**src/rtl/instr_fetch_unit_if.sv**
```systemverilog
// Instruction-memory request/acknowledge bus between the fetch unit and imem.
interface instr_fetch_unit_if;
    logic        imem_req;
    logic [31:0] imem_addr;
    logic        imem_ack;
    logic [31:0] imem_rdata;

    modport master (
        output imem_req,
        output imem_addr,
        input  imem_ack,
        input  imem_rdata
    );

    modport slave (
        input  imem_req,
        input  imem_addr,
        output imem_ack,
        output imem_rdata
    );
endinterface

```
**src/rtl/instr_fetch_unit.sv**
```systemverilog
// MIPS instruction fetch stage: PC, instruction register and next-PC selection,
// sequenced by a BOOT/FETCH/EXEC state machine over a req/ack imem handshake.
module instr_fetch_unit #(
    parameter logic [31:0] RESET_PC = 32'h0000_0000,
    parameter int          CNT_W    = 16
) (
    input  logic                 clk,
    input  logic                 rst_n,
    instr_fetch_unit_if.master   imem,
    output logic [31:0]          instr,
    output logic [5:0]           op,
    output logic                 instr_valid,
    output logic [31:0]          pc,
    input  logic                 Branch,
    input  logic                 Jump,
    input  logic                 Zero,
    input  logic                 exec_done,
    output logic [CNT_W-1:0]     retire_cnt
);

    typedef enum logic [1:0] {
        S_BOOT  = 2'd0,
        S_FETCH = 2'd1,
        S_EXEC  = 2'd2
    } state_t;

    state_t state;

    // Jump takes priority over a taken branch; all arithmetic wraps at 32 bits.
    function automatic logic [31:0] next_pc_f(
        input logic [31:0] pc_cur,
        input logic [31:0] ir,
        input logic        br,
        input logic        jmp,
        input logic        zr
    );
        logic        [31:0] pc4;
        logic signed [31:0] br_off;
        pc4    = pc_cur + 32'd4;
        br_off = signed'({{14{ir[15]}}, ir[15:0], 2'b00});
        if (jmp)
            next_pc_f = {pc4[31:28], ir[25:0], 2'b00};
        else if (br && zr)
            next_pc_f = pc4 + $unsigned(br_off);
        else
            next_pc_f = pc4;
    endfunction

    assign imem.imem_req  = (state == S_FETCH);
    assign imem.imem_addr = pc;
    assign op             = instr[31:26];

    always_ff @(posedge clk or negedge rst_n) begin
        if (!rst_n) begin
            state       <= S_BOOT;
            pc          <= RESET_PC;
            instr       <= 32'h0;
            instr_valid <= 1'b0;
            retire_cnt  <= '0;
        end else begin
            instr_valid <= 1'b0;
            case (state)
                S_BOOT: begin
                    state <= S_FETCH;
                end
                S_FETCH: begin
                    if (imem.imem_ack) begin
                        instr       <= imem.imem_rdata;
                        instr_valid <= 1'b1;
                        state       <= S_EXEC;
                    end
                end
                S_EXEC: begin
                    if (exec_done) begin
                        pc         <= next_pc_f(pc, instr, Branch, Jump, Zero);
                        retire_cnt <= retire_cnt + CNT_W'(1);
                        state      <= S_FETCH;
                    end
                end
                default: begin
                    state <= S_BOOT;
                end
            endcase
        end
    end

endmodule
```
**src/flat_wrapper.sv**
```systemverilog
// flat-port wrapper written by rule: the top's interface ports become plain ports
module instr_fetch_unit_flat 
#(
    parameter logic [31:0] RESET_PC = 32'h0000_0000,
    parameter int          CNT_W    = 16
)
  (clk, rst_n, instr, op, instr_valid, pc, Branch, Jump, Zero, exec_done, retire_cnt, imem_imem_req, imem_imem_addr, imem_imem_ack, imem_imem_rdata);
  instr_fetch_unit_if imem_i ();
  input  logic clk;
  input  logic rst_n;
  output logic [31:0] instr;
  output logic [5:0] op;
  output logic instr_valid;
  output logic [31:0] pc;
  input  logic Branch;
  input  logic Jump;
  input  logic Zero;
  input  logic exec_done;
  output logic [CNT_W-1:0] retire_cnt;
  output wire logic [$bits(imem_i.imem_req)-1:0] imem_imem_req;
  output wire logic [$bits(imem_i.imem_addr)-1:0] imem_imem_addr;
  input wire logic [$bits(imem_i.imem_ack)-1:0] imem_imem_ack;
  input wire logic [$bits(imem_i.imem_rdata)-1:0] imem_imem_rdata;
  assign imem_imem_req = imem_i.imem_req;
  assign imem_imem_addr = imem_i.imem_addr;
  assign imem_i.imem_ack = imem_imem_ack;
  assign imem_i.imem_rdata = imem_imem_rdata;
  instr_fetch_unit #(.RESET_PC(RESET_PC), .CNT_W(CNT_W)) u_core (.clk(clk), .rst_n(rst_n), .imem(imem_i), .instr(instr), .op(op), .instr_valid(instr_valid), .pc(pc), .Branch(Branch), .Jump(Jump), .Zero(Zero), .exec_done(exec_done), .retire_cnt(retire_cnt));
endmodule
```
**config.mk**
```make
export PLATFORM = sky130hd
export DESIGN_NAME = instr_fetch_unit_flat
export DESIGN_NICKNAME = d
export VERILOG_FILES = /design/src/rtl/instr_fetch_unit_if.sv /design/src/rtl/instr_fetch_unit.sv /design/src/flat_wrapper.sv
export SDC_FILE = /design/constraint.sdc
export NUM_CORES = 1
export LEC_CHECK = 0
export ABC_AREA = 1
export CAP_MARGIN = 0
export CORE_ASPECT_RATIO = 0.75
export CORE_UTILIZATION = 46
export DETAILED_ROUTE_END_ITERATION = 8
export HOLD_SLACK_MARGIN = 0.03
export MAX_ROUTING_LAYER = met4
export PLACE_DENSITY = 0.77
export RECOVER_POWER = 100
export SYNTH_ARGS = -nofsm -noshare
export SYNTH_HDL_FRONTEND = slang
export SYNTH_SLANG_ARGS = --single-unit
```
**constraint.sdc**
```tcl
create_clock -name clk -period 2.77 [get_ports clk]
set_input_delay 0.554 -clock clk [delete_from_list [all_inputs] [get_ports clk]]
set_output_delay 0.554 -clock clk [all_outputs]
set_load 0.005 [all_outputs]
```
* After elaboration in Yosys (flattened, before gate mapping) *
Cells that the tools add are included.

word-level totals
  register bits = 83
  input port bits = 39
  output and inout bits = 120
  logic and storage cells = 24

operators by class
  add/sub/neg operators = 3
  eq/ne operators = 4
  mux-type cells = 7
  reductions and logical operators = 5

operator list
  kind                   number
  $mux 32                2
  $add 32x3->32 const B  1
  $add 32x32->32         1
  $add 16x1->16 const B  1
  $pmux 2 s3             1
  $reduce_and 2->1       3
  $mux 2                 2
  $eq 2x1->1 const B     1
  $eq 2x2->1 const B     1
  $logic_not 2->1        1
  $mux 1                 2
  $ne 2x1->1 const B     1
  $ne 2x2->1 const B     1
  $logic_and 1x1->1      1

* Longest topological paths before layout *
  depth after elaboration = 4
  depth in mapped cells = 23
  gate-level depth less buffers = 23

* Worst setup path after synthesis *
OpenSTA, ideal clock, no wires.

  path type = register to register
  from = reg u_core.pc[3] (netlist: u_core.imem.imem_addr[3])
  to = reg u_core.pc[13] (netlist: u_core.imem.imem_addr[13])
  library setup time = 0.131 ns
  data arrival time = 2.492 ns
  data required time = 2.639 ns
  slack = 0.147 ns
  cell stages (with the launch flop) = 18
  path buffers = 0
  cell sequence = dfrtp_1 ha_1 nand3_1 nor2_1 nand3_1 nor2_1 xor2_1 inv_1 ha_1 nand2_1 nor2_1 nand3_1 nand3_1 inv_1 a21oi_1 o21ai_0 nand2_1 o21ai_0

between the ends
  cells in the longest elaborated chain, start to end = 4

RTL lines
  element                   RTL line                RTL
  start: declaration        instr_fetch_unit.sv:13  output logic [31:0] pc,
  start signal: assignment  instr_fetch_unit.sv:75  pc <= next_pc_f(pc, instr, Branch, Jump, Zero);
  $add 32x3->32 *           instr_fetch_unit.sv:39  pc4 = pc_cur + 32'd4;
  $add 32x32->32            instr_fetch_unit.sv:44  next_pc_f = pc4 + $unsigned(br_off);
  $mux 32 *                 instr_fetch_unit.sv:43  else if (br && zr)
  $mux 32 *                 instr_fetch_unit.sv:41  if (jmp)

Every way passes the cells marked *; elsewhere a longest branch is shown, timed or not.
A chain may end at the register's enable or synchronous reset.

* Worst setup path in the final report *
  from = reg u_core.pc[2] (netlist: u_core.imem.imem_addr[2])
  to = reg u_core.pc[27] (netlist: u_core.imem.imem_addr[27])

The elaborated chain is that of the path after synthesis.

==> summary.txt <==
CTS tree - done
RePlAce Congestion - 1.01
Crit share post-route - 106%
Hold_ws - 475 ps
CP startpoint kind - flop
Outcome - complete, but fails checks
Peak VDD IR - 0.634 mV
Total length of routed wires - 26.9 mm
Pre-antenna DRT Iters - 5
Rows - 38
Async set-reset flop share out of synthesis - 100%
Layout cells sized above 1 - 27.1%
Register bit count reported by yosys - 81
Clk_skew - 9.64 ps
Pre-CTS setup slack - -221 ps
Leak pwr - 5.43 nW
Mean Syn Cell Area - 6.37 um2
Worst Reg-to-Reg Cells - 18
RSZ-0062 raised after global routing - true
Starting density of the core - 47.8%
Critical Path RT - 3020 ps
Post-DP Area - 0.00928 mm2
Post-synth top cells - 409 x nand2_1, 154 x inv_1, 102 x nor2_1
Initial antenna violation count - 0
Met3 wire length - 2.90 mm
Final Hold Viols - 0
Clock latency on the worst-skew pair - 350 ps
Num CTS Buffers - 9
Vias per cell - 5.36
Vias in the first global route - 7442
Layout net count - 1431
Synth top area cells - dfrtp_1 29%, nand2_1 22%, inv_1 8.2%
Rel. slew slack - -49.1%
Gr ovfl total - 0
Boundary Pins - 159
DR WL met2 - 11.7 mm
Failing checks - max-capacitance violations, max-slew violations, negative setup slack
Critical Path AT - 3190 ps
Top FF cell, synth - dfrtp_1
Area Overhead vs Synth - 54.0%
Drt wl/cell - 17.2 um
Yosys top cell by area - dfrtp_1
Slew @ Worst Pin - 2240 ps
Clock root buffer - clkbuf_16
Crit-path cells - ha_2, nand3_2, nor2_4, buf_6, nand4_1, or2_1, nand2_2, ha_4, nand2_4, nand2_4, a21oi_4, inv_2, a21oi_2, nand3_1, nand2_1, nand3_2, nand2_2, nand2_1
Fin crit period - 2950 ps
Total GRT Usage - 32.9%
Die X - 145 um
WP buf/inv - 2
Cts-stage hold buffer count - 0
Placeable Area - 0.0147 mm2
First-pass GRT wire length - 37.9 mm
Crit path depth - 18
PortBufs - 154
Max cap viols - 1
Detailed placer's ending HPWL - 18.9 mm
Post-synth cell types - 41
Vias - 8350
Mapped Cells - 1104
Worst-path maximum fanout - 4
Part of the Yosys area used for sequential elements - 28.8%
Final WS setup - -176 ps
1st-iter DRT viols - 700
Die Height - 109 um
Layout Cells excl Fill - 1558
Pwr/cell area - 1270 mW/mm2
H-tree Lvls - 3
Clock-pin slew on the worst setup and hold paths - 70 ps
Largest net degree at the start of global routing - 44
Crit Path Category - reg -> reg
Ant. Diodes - 0
Final number of setup-violating endpoints - 16
Die Area - 0.0158 mm2
Ys Warns - 0
Post-synth top area share - 28.8%
Crit end category - flop
Most common cell in the netlist - nand2_1
ANT nets after route - 0
Post-synth EDFFs - 0
CTS max path bufs - 2
DRC - 0
HP Class - reg -> reg
Post-route cell area - 0.0108 mm2
Netlist Area Pre-Place - 0.00703 mm2
Wl on met1 - 11.4 mm
Max incr delay on CP - 430 ps
CP top delay family - simple AND/OR/NAND/NOR gates
Worst hold path depth - 1
Max Transition Viols Final - 39
Highest Signal Layer - met4
Placed Cells - 1512
Slowest CP cell - dfrtp_1
Clk sinks - 81
Max Freq - 339 MHz
## final timing paths
kind	startpoint	end	slack, ps
max	u_core.imem.imem_addr[2]	u_core.imem.imem_addr[27]	-180
min	u_core.retire_cnt[15]	u_core.retire_cnt[15]	480
max reg2reg	u_core.imem.imem_addr[2]	u_core.imem.imem_addr[27]	-180
min reg2reg	u_core.retire_cnt[15]	u_core.retire_cnt[15]	480
max in group asynchronous	rst_n	u_core.imem.imem_addr[6]	630
min in group asynchronous	rst_n	u_core.retire_cnt[7]	850
## worst reg2reg max path: cells and delay by family (launching register included)
family	cells	cell delay, ps
fa+ha+maj	2	450
buf+inv	2	170
compound gates	2	330
simple gates	12	1460
flops	1	430
## power by group
part / total [mW] / leakage [nW] / switching [mW] / internal [mW]
Clock: 1.17 / 0.134 / 0.555 / 0.620
Combinational: 10.3 / 4.29 / 5.57 / 4.73
Sequential: 2.25 / 1.01 / 0.601 / 1.65
## metrics by stage
step                      TNS, ps  utilization (%)  power [mW]
after floorplan                 0                -        6.37
after global placement       -806             63.1        9.78
after detailed placement    -2600             63.1        9.92
after CTS                    -101             67.9        11.8
after global routing        -3260             73.7        14.6
final                       -1160             73.7        13.7
## metal layers
metal | vias up | global-route usage, %
met5 | - | -
met4 | 0 | 9.02
met1 | 3887 | 45.5
met3 | 94 | 8.43
li1 | 3887 | -
met2 | 482 | 47.1
## placed cells by master, fill, tap and decap left out, drive strengths merged
cell	synthesis	routed
clkinvlp	0	1
a21o	4	4
a21boi	3	3
dfrtp	81	81
fa	1	1
inv	155	159
a21oi	44	44
buf	46	136
ha	38	38
nand4	14	14
or2	2	2
nand2	418	418
o21ai	39	39
nand3b	2	2
o221ai	5	5
clkbuf	12	14
conb	1	4
o21a	2	2
clkinv	0	1
o211ai	1	1
clkdlybuf4s50	0	150
dlygate4sd3	0	3
o22ai	2	2
o21bai	3	3
nor3	8	8
nand3	72	72
nor2	114	114
xnor2	6	6
and2	1	1
nor3b	1	1
a32oi	1	1
xor2	28	28
## flip-flops by register name, summed over array words and instances, names as in the netlist
signal	flops
u_core.retire_cnt	16
u_core.instr_valid	1
u_core.state	2
u_core.imem.imem_addr	30
u_core.instr	32
## logic make-up (layout without fill, tap and decap cells)
family | count (synthesis) | in the layout | synth area share (%)
flops | 81 | 81 | 28.8
simple gates | 632 | 632 | 37.5
buf+inv | 213 | 464 | 13.9
fa+ha+maj | 39 | 39 | 7.05
xor+xnor | 34 | 34 | 4.24
other cells | 1 | 4 | 0.0534
compound gates | 104 | 104 | 8.39
## layout make-up
cell class | count | area (um2)
well taps | 200 | 250
multi-input cells | 813 | 5100
inverters | 155 | 582
clock buffers | 10 | 229
flip-flops and latches | 81 | 2030
fillers | 1060 | 3870
repair buffers | 293 | 2590
clock inverters | 6 | 47.5
## repair_timing
action | 4_1_cts | 5_1_grt
setup endpoints to repair | 19 | 23
resized for setup | 66 | 187
hold endpoints to repair | 0 | 0
pin swaps | 30 | 67
buffers inserted | 17 | 13
(Power assumes the default switching activity.)
